--- config.mk ---
export PLATFORM = sky130hd
export DESIGN_NAME = wb_copy_dma_flat
export DESIGN_NICKNAME = d
export VERILOG_FILES = /design/src/rtl/wb_pkg.sv /design/src/rtl/wb_copy_dma_if.sv /design/src/rtl/wb_ack_timeout.sv /design/src/rtl/wb_copy_dma.sv /design/src/flat_wrapper.sv
export SDC_FILE = /design/constraint.sdc
export NUM_CORES = 1
export LEC_CHECK = 0
export BUFFER_PORTS_ARGS = -buffer_cell sky130_fd_sc_hd__buf_2
export CAP_MARGIN = 10
export CORE_ASPECT_RATIO = 1.75
export CORE_UTILIZATION = 32
export DETAILED_ROUTE_END_ITERATION = 8
export GPL_ROUTABILITY_DRIVEN = 0
export PLACE_DENSITY = 0.54
export SETUP_SLACK_MARGIN = 0.15
export SLEW_MARGIN = 20
export SYNTH_ARGS = -nofsm -noshare
export SYNTH_HDL_FRONTEND = slang
export SYNTH_SLANG_ARGS = --single-unit
--- constraint.sdc ---
create_clock -name wb_clk_i -period 4.8 [get_ports wb_clk_i]
set_input_delay 1.2 -clock wb_clk_i [delete_from_list [all_inputs] [get_ports wb_clk_i]]
set_output_delay 1.2 -clock wb_clk_i [all_outputs]
set_load 0.01 [all_outputs]
--- src/rtl/wb_pkg.sv ---
// Shared Wishbone definitions for the copy engine: bus defaults, FSM state
// encodings and the full byte-select constant.
package wb_pkg;

    localparam int WB_AW = 32;
    localparam int WB_DW = 32;

    localparam logic [WB_DW/8-1:0] WB_SEL_ALL = '1;

    localparam logic [2:0] ST_IDLE   = 3'd0;
    localparam logic [2:0] ST_RD     = 3'd1;
    localparam logic [2:0] ST_RD_GAP = 3'd2;
    localparam logic [2:0] ST_WR     = 3'd3;
    localparam logic [2:0] ST_WR_GAP = 3'd4;

endpackage

--- src/rtl/wb_copy_dma_if.sv ---
// Wishbone classic bus bundle between the copy engine (master) and a responder.
// The master raises cyc and stb together and holds adr/we/dat/sel stable until
// ack; an access completes on the edge where stb and ack are both high, and
// a cycle with stb low separates consecutive accesses.
interface wb_copy_dma_if import wb_pkg::*; #(
    parameter int AW = WB_AW,
    parameter int DW = WB_DW
);

    logic [AW-1:0]   wb_adr_o;
    logic [DW-1:0]   wb_dat_o;
    logic [DW-1:0]   wb_dat_i;
    logic            wb_we_o;
    logic [DW/8-1:0] wb_sel_o;
    logic            wb_cyc_o;
    logic            wb_stb_o;
    logic            wb_ack_i;

    modport master (
        output wb_adr_o, wb_dat_o, wb_we_o, wb_sel_o, wb_cyc_o, wb_stb_o,
        input  wb_dat_i, wb_ack_i
    );

    modport slave (
        input  wb_adr_o, wb_dat_o, wb_we_o, wb_sel_o, wb_cyc_o, wb_stb_o,
        output wb_dat_i, wb_ack_i
    );

endinterface

--- src/rtl/wb_ack_timeout.sv ---
// Per-access watchdog: counts cycles without ack and flags when the wait
// budget of TIMEOUT cycles is used up.
module wb_ack_timeout #(
    parameter int TIMEOUT = 255
) (
    input  logic clk,
    input  logic rst,
    input  logic clear,
    input  logic ack,
    output logic expired
);

    localparam int CW = (TIMEOUT < 2) ? 1 : $clog2(TIMEOUT);

    logic [CW-1:0] cnt_q;

    // expired is high during the TIMEOUT-th unacknowledged cycle
    assign expired = (cnt_q == CW'(TIMEOUT - 1));

    always_ff @(posedge clk) begin
        if (rst || clear) begin
            cnt_q <= '0;
        end else if (!ack && !expired) begin
            cnt_q <= cnt_q + CW'(1);
        end
    end

endmodule

--- src/rtl/wb_copy_dma.sv ---
// Wishbone block-copy initiator: one read then one write per word, with a
// mandatory idle cycle between accesses and a per-access ack timeout.
module wb_copy_dma import wb_pkg::*; #(
    parameter int AW      = WB_AW,
    parameter int DW      = WB_DW,
    parameter int LEN_W   = 16,
    parameter int TIMEOUT = 255
) (
    input  logic             wb_clk_i,
    input  logic             wb_reset_i,
    input  logic             start_i,
    input  logic [AW-1:0]    src_i,
    input  logic [AW-1:0]    dst_i,
    input  logic [LEN_W-1:0] len_i,
    output logic             busy_o,
    output logic             done_o,
    output logic             err_o,
    output logic [2:0]       state_o,
    wb_copy_dma_if.master    wb
);

    logic [2:0]       state_q, state_d;
    logic [AW-1:0]    src_q, src_d;
    logic [AW-1:0]    dst_q, dst_d;
    logic [AW-1:0]    adr_q, adr_d;
    logic [LEN_W-1:0] cnt_q, cnt_d;
    logic [DW-1:0]    buf_q, buf_d;
    logic [DW/8-1:0]  sel_q, sel_d;
    logic             busy_q, busy_d;
    logic             done_q, done_d;
    logic             err_q, err_d;
    logic             cyc_q, cyc_d;
    logic             we_q, we_d;
    logic             in_access;
    logic             tmo_clear;
    logic             expired;

    assign in_access = (state_q == ST_RD) || (state_q == ST_WR);
    assign tmo_clear = !in_access;

    wb_ack_timeout #(
        .TIMEOUT(TIMEOUT)
    ) u_timeout (
        .clk     (wb_clk_i),
        .rst     (wb_reset_i),
        .clear   (tmo_clear),
        .ack     (wb.wb_ack_i),
        .expired (expired)
    );

    always_ff @(posedge wb_clk_i) begin
        if (wb_reset_i) begin
            state_q <= ST_IDLE;
            src_q   <= '0;
            dst_q   <= '0;
            adr_q   <= '0;
            cnt_q   <= '0;
            buf_q   <= '0;
            sel_q   <= '0;
            busy_q  <= 1'b0;
            done_q  <= 1'b0;
            err_q   <= 1'b0;
            cyc_q   <= 1'b0;
            we_q    <= 1'b0;
        end else begin
            state_q <= state_d;
            src_q   <= src_d;
            dst_q   <= dst_d;
            adr_q   <= adr_d;
            cnt_q   <= cnt_d;
            buf_q   <= buf_d;
            sel_q   <= sel_d;
            busy_q  <= busy_d;
            done_q  <= done_d;
            err_q   <= err_d;
            cyc_q   <= cyc_d;
            we_q    <= we_d;
        end
    end

    always_comb begin
        state_d = state_q;
        case (state_q)
            ST_IDLE:   if (start_i && (len_i != '0)) state_d = ST_RD;
            ST_RD: begin
                if (wb.wb_ack_i)   state_d = ST_RD_GAP;
                else if (expired)  state_d = ST_IDLE;
            end
            ST_RD_GAP: state_d = ST_WR;
            ST_WR: begin
                if (wb.wb_ack_i)   state_d = ST_WR_GAP;
                else if (expired)  state_d = ST_IDLE;
            end
            ST_WR_GAP: state_d = (cnt_q == '0) ? ST_IDLE : ST_RD;
            default:   state_d = ST_IDLE;
        endcase
    end

    // Outputs are computed from the next state so every port comes from a flop.
    always_comb begin
        src_d  = src_q;
        dst_d  = dst_q;
        cnt_d  = cnt_q;
        buf_d  = buf_q;
        err_d  = err_q;
        done_d = 1'b0;
        case (state_q)
            ST_IDLE: begin
                if (start_i) begin
                    err_d = 1'b0;
                    if (len_i != '0) begin
                        src_d = src_i;
                        dst_d = dst_i;
                        cnt_d = len_i;
                    end else begin
                        done_d = 1'b1;
                    end
                end
            end
            ST_RD: begin
                if (wb.wb_ack_i) begin
                    buf_d = wb.wb_dat_i;
                end else if (expired) begin
                    err_d  = 1'b1;
                    done_d = 1'b1;
                end
            end
            ST_WR: begin
                if (wb.wb_ack_i) begin
                    src_d = src_q + AW'(1);
                    dst_d = dst_q + AW'(1);
                    cnt_d = cnt_q - LEN_W'(1);
                end else if (expired) begin
                    err_d  = 1'b1;
                    done_d = 1'b1;
                end
            end
            ST_WR_GAP: begin
                if (cnt_q == '0) done_d = 1'b1;
            end
            default: ;
        endcase

        cyc_d  = (state_d == ST_RD) || (state_d == ST_WR);
        we_d   = (state_d == ST_WR);
        busy_d = (state_d != ST_IDLE);
        sel_d  = cyc_d ? {(DW/8){1'b1}} : '0;
        if (state_d == ST_RD)      adr_d = src_d;
        else if (state_d == ST_WR) adr_d = dst_d;
        else                       adr_d = '0;
    end

    assign busy_o      = busy_q;
    assign done_o      = done_q;
    assign err_o       = err_q;
    assign state_o     = state_q;
    assign wb.wb_adr_o = adr_q;
    assign wb.wb_dat_o = buf_q;
    assign wb.wb_we_o  = we_q;
    assign wb.wb_sel_o = sel_q;
    assign wb.wb_cyc_o = cyc_q;
    assign wb.wb_stb_o = cyc_q;

endmodule

--- src/flat_wrapper.sv ---
// flat-port wrapper written by rule: the top's interface ports become plain ports
module wb_copy_dma_flat import wb_pkg::*;
#(
    parameter int AW      = WB_AW,
    parameter int DW      = WB_DW,
    parameter int LEN_W   = 16,
    parameter int TIMEOUT = 255
)
  (wb_clk_i, wb_reset_i, start_i, src_i, dst_i, len_i, busy_o, done_o, err_o, state_o, wb_wb_adr_o, wb_wb_dat_o, wb_wb_we_o, wb_wb_sel_o, wb_wb_cyc_o, wb_wb_stb_o, wb_wb_dat_i, wb_wb_ack_i);
  wb_copy_dma_if #(.AW(AW), .DW(DW)) wb_i ();
  input  logic wb_clk_i;
  input  logic wb_reset_i;
  input  logic start_i;
  input  logic [AW-1:0] src_i;
  input  logic [AW-1:0] dst_i;
  input  logic [LEN_W-1:0] len_i;
  output logic busy_o;
  output logic done_o;
  output logic err_o;
  output logic [2:0] state_o;
  output wire logic [$bits(wb_i.wb_adr_o)-1:0] wb_wb_adr_o;
  output wire logic [$bits(wb_i.wb_dat_o)-1:0] wb_wb_dat_o;
  output wire logic [$bits(wb_i.wb_we_o)-1:0] wb_wb_we_o;
  output wire logic [$bits(wb_i.wb_sel_o)-1:0] wb_wb_sel_o;
  output wire logic [$bits(wb_i.wb_cyc_o)-1:0] wb_wb_cyc_o;
  output wire logic [$bits(wb_i.wb_stb_o)-1:0] wb_wb_stb_o;
  input wire logic [$bits(wb_i.wb_dat_i)-1:0] wb_wb_dat_i;
  input wire logic [$bits(wb_i.wb_ack_i)-1:0] wb_wb_ack_i;
  assign wb_wb_adr_o = wb_i.wb_adr_o;
  assign wb_wb_dat_o = wb_i.wb_dat_o;
  assign wb_wb_we_o = wb_i.wb_we_o;
  assign wb_wb_sel_o = wb_i.wb_sel_o;
  assign wb_wb_cyc_o = wb_i.wb_cyc_o;
  assign wb_wb_stb_o = wb_i.wb_stb_o;
  assign wb_i.wb_dat_i = wb_wb_dat_i;
  assign wb_i.wb_ack_i = wb_wb_ack_i;
  wb_copy_dma #(.AW(AW), .DW(DW), .LEN_W(LEN_W), .TIMEOUT(TIMEOUT)) u_core (.wb_clk_i(wb_clk_i), .wb_reset_i(wb_reset_i), .start_i(start_i), .src_i(src_i), .dst_i(dst_i), .len_i(len_i), .busy_o(busy_o), .done_o(done_o), .err_o(err_o), .state_o(state_o), .wb(wb_i));
endmodule
# Word level (Yosys, flattened, before mapping)
# Cells that the tools add are included.
dict set report op_classes {
  n_reduce_logical 18
  muxes 31
  add_sub_neg 4
  eq_ne 12
}
# cell n
set op_table {}
lappend op_table {{$mux W32} 8}
lappend op_table {{$pmux W32 S2} 2}
lappend op_table {{$add A32 B1 Y32 const B} 2}
lappend op_table {{$mux W16} 3}
lappend op_table {{$pmux W16 S2} 1}
lappend op_table {{$logic_not A16 Y1} 1}
lappend op_table {{$reduce_bool A16 Y1} 1}
lappend op_table {{$sub A16 B1 Y16 const B} 1}
lappend op_table {{$pmux W3 S5} 1}
lappend op_table {{$mux W3} 4}
lappend op_table {{$eq A3 B2 Y1 const B} 3}
lappend op_table {{$mux W1} 9}
lappend op_table {{$add A8 B1 Y8 const B} 1}
lappend op_table {{$eq A8 B8 Y1 const B} 1}
lappend op_table {{$reduce_and A4 Y1} 2}
lappend op_table {{$eq A3 B1 Y1 const B} 2}
lappend op_table {{$ne A2 B2 Y1 const B} 3}
lappend op_table {{$mux W4} 1}
lappend op_table {{$ne A2 B1 Y1 const B} 2}
lappend op_table {{$reduce_bool A2 Y1} 2}
lappend op_table {{$eq A3 B3 Y1 const B} 1}
lappend op_table {{$logic_not A1 Y1} 3}
lappend op_table {{$logic_not A3 Y1} 1}
lappend op_table {{$logic_or A1 B1 Y1} 3}
lappend op_table {{6 further kinds} 7}
dict set report word_totals {
  reg_bits 164
  inputBits 116
  out_inout_bits 77
  elab_cells 78
}

# Logic depth before layout (Yosys ltp)
dict set report depth {
  depth_word 7
  mapped_depth 11
  mapped_depth_nobuf 9
}

# Hierarchy
# Synthesis repeated with hierarchy kept, for this count alone.
dict set report hier_totals {
  hier_cells 957
  area_unflattened_um2 7649.8
}
# mod area_each_um2 cells_per_inst seq_area_each_um2 n_inst
set by_module_without_submodules {}
lappend by_module_without_submodules {wb_copy_dma 7210.7 909 3042.9 1}
lappend by_module_without_submodules {wb_ack_timeout 439.2 48 160.2 1}

# Least setup slack after synthesis
# OpenSTA, ideal clock, no wires.
dict set report synth_timing {
  path_type {input-to-reg}
  from {in len_i[10]}
  to {reg u_core.adr_q[2], in the netlist u_core.wb.wb_adr_o[2]}
  t_required_ns 4.683
  setup_ns 0.117
  slack_ns 2.044
  cell_stages 7
  arrival_time_ns 2.639
  path_buffers 2
  cell_sequence {nor4_1 > and4_1 > nor2_2 > o31a_1 > buf_2 > buf_6 > a22o_1}
}
dict set report synth_via {
  elab_chain_cells 7
  word_cells_on_any_way 14
}
# element line_no
set synth_lines {}
lappend synth_lines {{from (decl)} flat_wrapper.sv:16} ;# input logic [LEN_W-1:0] len_i;
lappend synth_lines {{$reduce_bool A16 Y1 *} {wb_copy_dma.sv:84, wb_copy_dma.sv:111}}
lappend synth_lines {{$logic_and A1 B1 Y1} wb_copy_dma.sv:84} ;# ST_IDLE: if (start_i && (len_i != '0)) state_d = ST_RD;
lappend synth_lines {{$mux W3} wb_copy_dma.sv:84}
lappend synth_lines {{$pmux W3 S5} wb_copy_dma.sv:83} ;# case (state_q)
lappend synth_lines {{$eq A3 B2 Y1} wb_copy_dma.sv:149} ;# else if (state_d == ST_WR) adr_d = dst_d;
lappend synth_lines {{$mux W32} wb_copy_dma.sv:149}
lappend synth_lines {{$mux W32 *} wb_copy_dma.sv:148} ;# if (state_d == ST_RD) adr_d = src_d;
lappend synth_lines {{to (signal assigned)} wb_copy_dma.sv:69} ;# adr_q <= adr_d;
lappend synth_lines {{to (decl)} wb_copy_dma.sv:25} ;# logic [AW-1:0] adr_q, adr_d;
# Every way passes the cells marked *; elsewhere a longest branch is shown, timed or not.
# A chain may end at the register's enable or synchronous reset.

# Worst setup path in the final report
dict set report layout_timing {
  from {in len_i[10]}
  to {reg u_core.adr_q[8], in the netlist u_core.wb.wb_adr_o[8]}
}
# Same word-level chain as after synthesis.

==> qor.txt <==
Status - finished clean
Top cell family by delay on the critical path - simple AND/OR/NAND/NOR gates
Clock skew - 11.2 ps
Global-route wire length before repair - 40700 um
Die width - 119 um
Antenna Cells - 0
Worst Tran Pin Value - 1030 ps
Synthesized cell area - 0.00773 sq mm
CP arrival - 3650 ps
Syn_area_per_cell - 8.10 sq um
Postcts setup bufs - 0
Setup WS post-layout - 1530 ps
Post-synth EDFFs - 0
VDD IR-drop max - 0.256 mV
WS Path Type - in2reg
Worst setup SP type - primary input
Slew Limit Fails - 0
Initial Util - 32.9%
Top post-synthesis cells by count - 160 x dfxtp_1, 141 x nand2_1, 94 x nor2_1
Latest clock arrival within the worst-skew pair - 440 ps
Mapped Cells - 954
Post-route ant nets - 0
Vias - 7796
Post-synth ARST share - 0%
Critical Path Slowest Stage Cell - nand2_1
Post-synthesis sequential area ratio - 41.5%
Final Critical Period - 3270 ps
YS warnings - 0
P_leak - 3.81 nW
DR vias/cell - 5.46
Area leader, netlist - dfxtp_1
Critical path's largest stage delay - 870 ps
Netlist cell types - 73
Row Count - 74
Endpoint type of the worst setup path - register
CTS root buf - clkbuf_16
Period utilisation layout - 68.2%
Pin count of the biggest net entering global routing - 81
TNS Setup - 0 ps
Dpl hpwl - 18900 um
Cts hold-fix bufs - 0
Core area - 0.0235 sq mm
Post-Route WL - 26000 um
Pre-CTS setup slack - 1050 ps
Post-synth top flop - dfxtp_1
Clock Sinks - 160
Rel. slew slack - 31.2%
Worst-path fanout max - 22
Remaining DRCs - 0
H-tree levels - 4
Die area - 0.0248 sq mm
Area grow syn2layout - 23.2%
Average wire per standard cell - 18.2 um
Final hold viol count - 0
Yosys reg bits - 160
Antenna violations before repair - 0
CTS tree - yes
FMAX - 305 MHz
# IOs - 193
CTS Buffer Depth - 2
Drt first-iter violations - 495
Port bufs - 192
CP cell instances - buf_2 > nor4_1 > nand4_1 > nand2_1 > buf_4 > o211ai_1 > a21oi_1 > a22o_1
Ranking of synthesized cells by area - dfxtp_1 41%, nand2_1 6.8%, a21oi_1 5.6%
Yosys top cell area share - 41.5%
Clk slew on worst S/H paths - 60 ps
RSZ-0062 raised after global routing - no
CP required - 5180 ps
First drt pass iteration count - 7
Power per cell area - 369 mW/mm^2
Most frequent cell after synthesis - dfxtp_1
Vias in the first global route - 7636
Fin nets - 1233
Layout cell share with drive strength beyond 1 - 24.0%
Mapped Nets - 1075
Post_cts resized - 0
GRT Util Overall - 21.1%
Setup violations, final - 0
HP Class - reg2reg
Total power - 3.52 mW
GRT Residual Overflow - 0
Chip height - 208 um
CTS Buf Count - 17
CP Buf/Inv Count - 2
Number of max-cap violations - 0
==> layer usage <==
metal	vias up	part of all wire (%)	GRT usage, %
met1	3688	39	23.0
met5	-	0	0
met4	0	2.7	8.92
met2	249	53	38.5
met3	42	5.2	4.67
li1	3817	-	-
==> final timing paths <==
check | startpoint | end | cells after the start | slack (ps)
setup / recovery | len_i[10] | u_core.wb.wb_adr_o[8]$_SDFF_PP0_ | 8 | 1530
setup reg to reg | u_core.cnt_q[0]$_SDFFE_PP0P_ | u_core.wb.wb_adr_o[26]$_SDFF_PP0_ | 8 | 1870
hold reg to reg | u_core.wb.wb_dat_o[19]$_SDFFE_PP0P_ | u_core.wb.wb_dat_o[19]$_SDFFE_PP0P_ | 2 | 450
hold / removal | u_core.wb.wb_dat_o[19]$_SDFFE_PP0P_ | u_core.wb.wb_dat_o[19]$_SDFFE_PP0P_ | 2 | 450
==> cell families after synthesis <==
kind of cell	synth area share, %
and+or+nand+nor	28.8
buffers and inverters	4.89
AOI/OAI and AO/OA	22.6
DFF	41.5
adders and majority gates	0.810
muxes	0.664
xor gates and xnor gates	0.793
==> state kept, by name (all words and copies together), names as in the netlist <==
register,flops
u_core.u_timeout.cnt_q,8
u_core.state_o,3
u_core.wb.wb_we_o,1
u_core.done_o,1
u_core.busy_o,1
u_core.cnt_q,16
u_core.dst_q,32
u_core.wb.wb_adr_o,32
u_core.err_o,1
u_core.wb.wb_sel_o,1
u_core.wb.wb_dat_o,32
u_core.src_q,32
==> layout by cell type (no fill, tap or decap), types with 11 or more instances in the layout <==
master     synthesis  final
a21oi_1           86     86
a221oi_1          11     11
a22o_1            12     12
a31oi_1           20     20
and4_1            11     11
buf_2             22    191
buf_4              6     15
clkbuf_16          0     17
dfxtp_1          160    160
inv_1             14     14
nand2_1          141    140
nand3_1           41     41
nand4_1           32     32
nor2_1            94     94
nor3_1            26     26
nor4_1            14     14
o21ai_0           36     35
o22ai_1           20     20
o2bb2ai_1         13     13
==> worst min-delay path, cell delays in order, from the launching register on <==
cell and delay [ps]:
dfxtp_1 310, nand2_1 50, a21oi_1 50
==> area by class of cell <==
type                            count  area, sq um
Clock buffer                       18          439
Timing Repair Buffer              207         1080
Tap cell                          304          380
Fill cell                        2497        14000
Inverter                           15         56.3
Clock inverter                     14          205
Multi-Input combinational cell    711         4150
Sequential cell                   160         3200
==> stage by stage <==
| step | instance area [sq um] | instances | util [%] | hold slack (ps) |
|---|---|---|---|---|
| after floorplan | 7730 | 954 | - | 449 |
| after global placement | 8860 | 1396 | 37.7 | 439 |
| after detailed placement | 8870 | 1397 | 37.7 | 443 |
| after CTS | 9520 | 1429 | 40.5 | 452 |
| after global routing | 9520 | 1429 | 40.5 | 470 |
| final | 9520 | 1429 | 40.5 | 451 |
==> report_power, final <==
| part | leakage [nW] | internal [mW] | total (mW) | switching, mW |
|---|---|---|---|---|
| registers | 1.31 | 1.42 | 1.51 | 0.0908 |
| logic | 2.19 | 0.201 | 0.516 | 0.316 |
| clock network | 0.313 | 0.895 | 1.49 | 0.598 |
| total | 3.81 | 2.51 | 3.52 | 1.00 |
No activity file was read; power rests on OpenSTA's default activity.
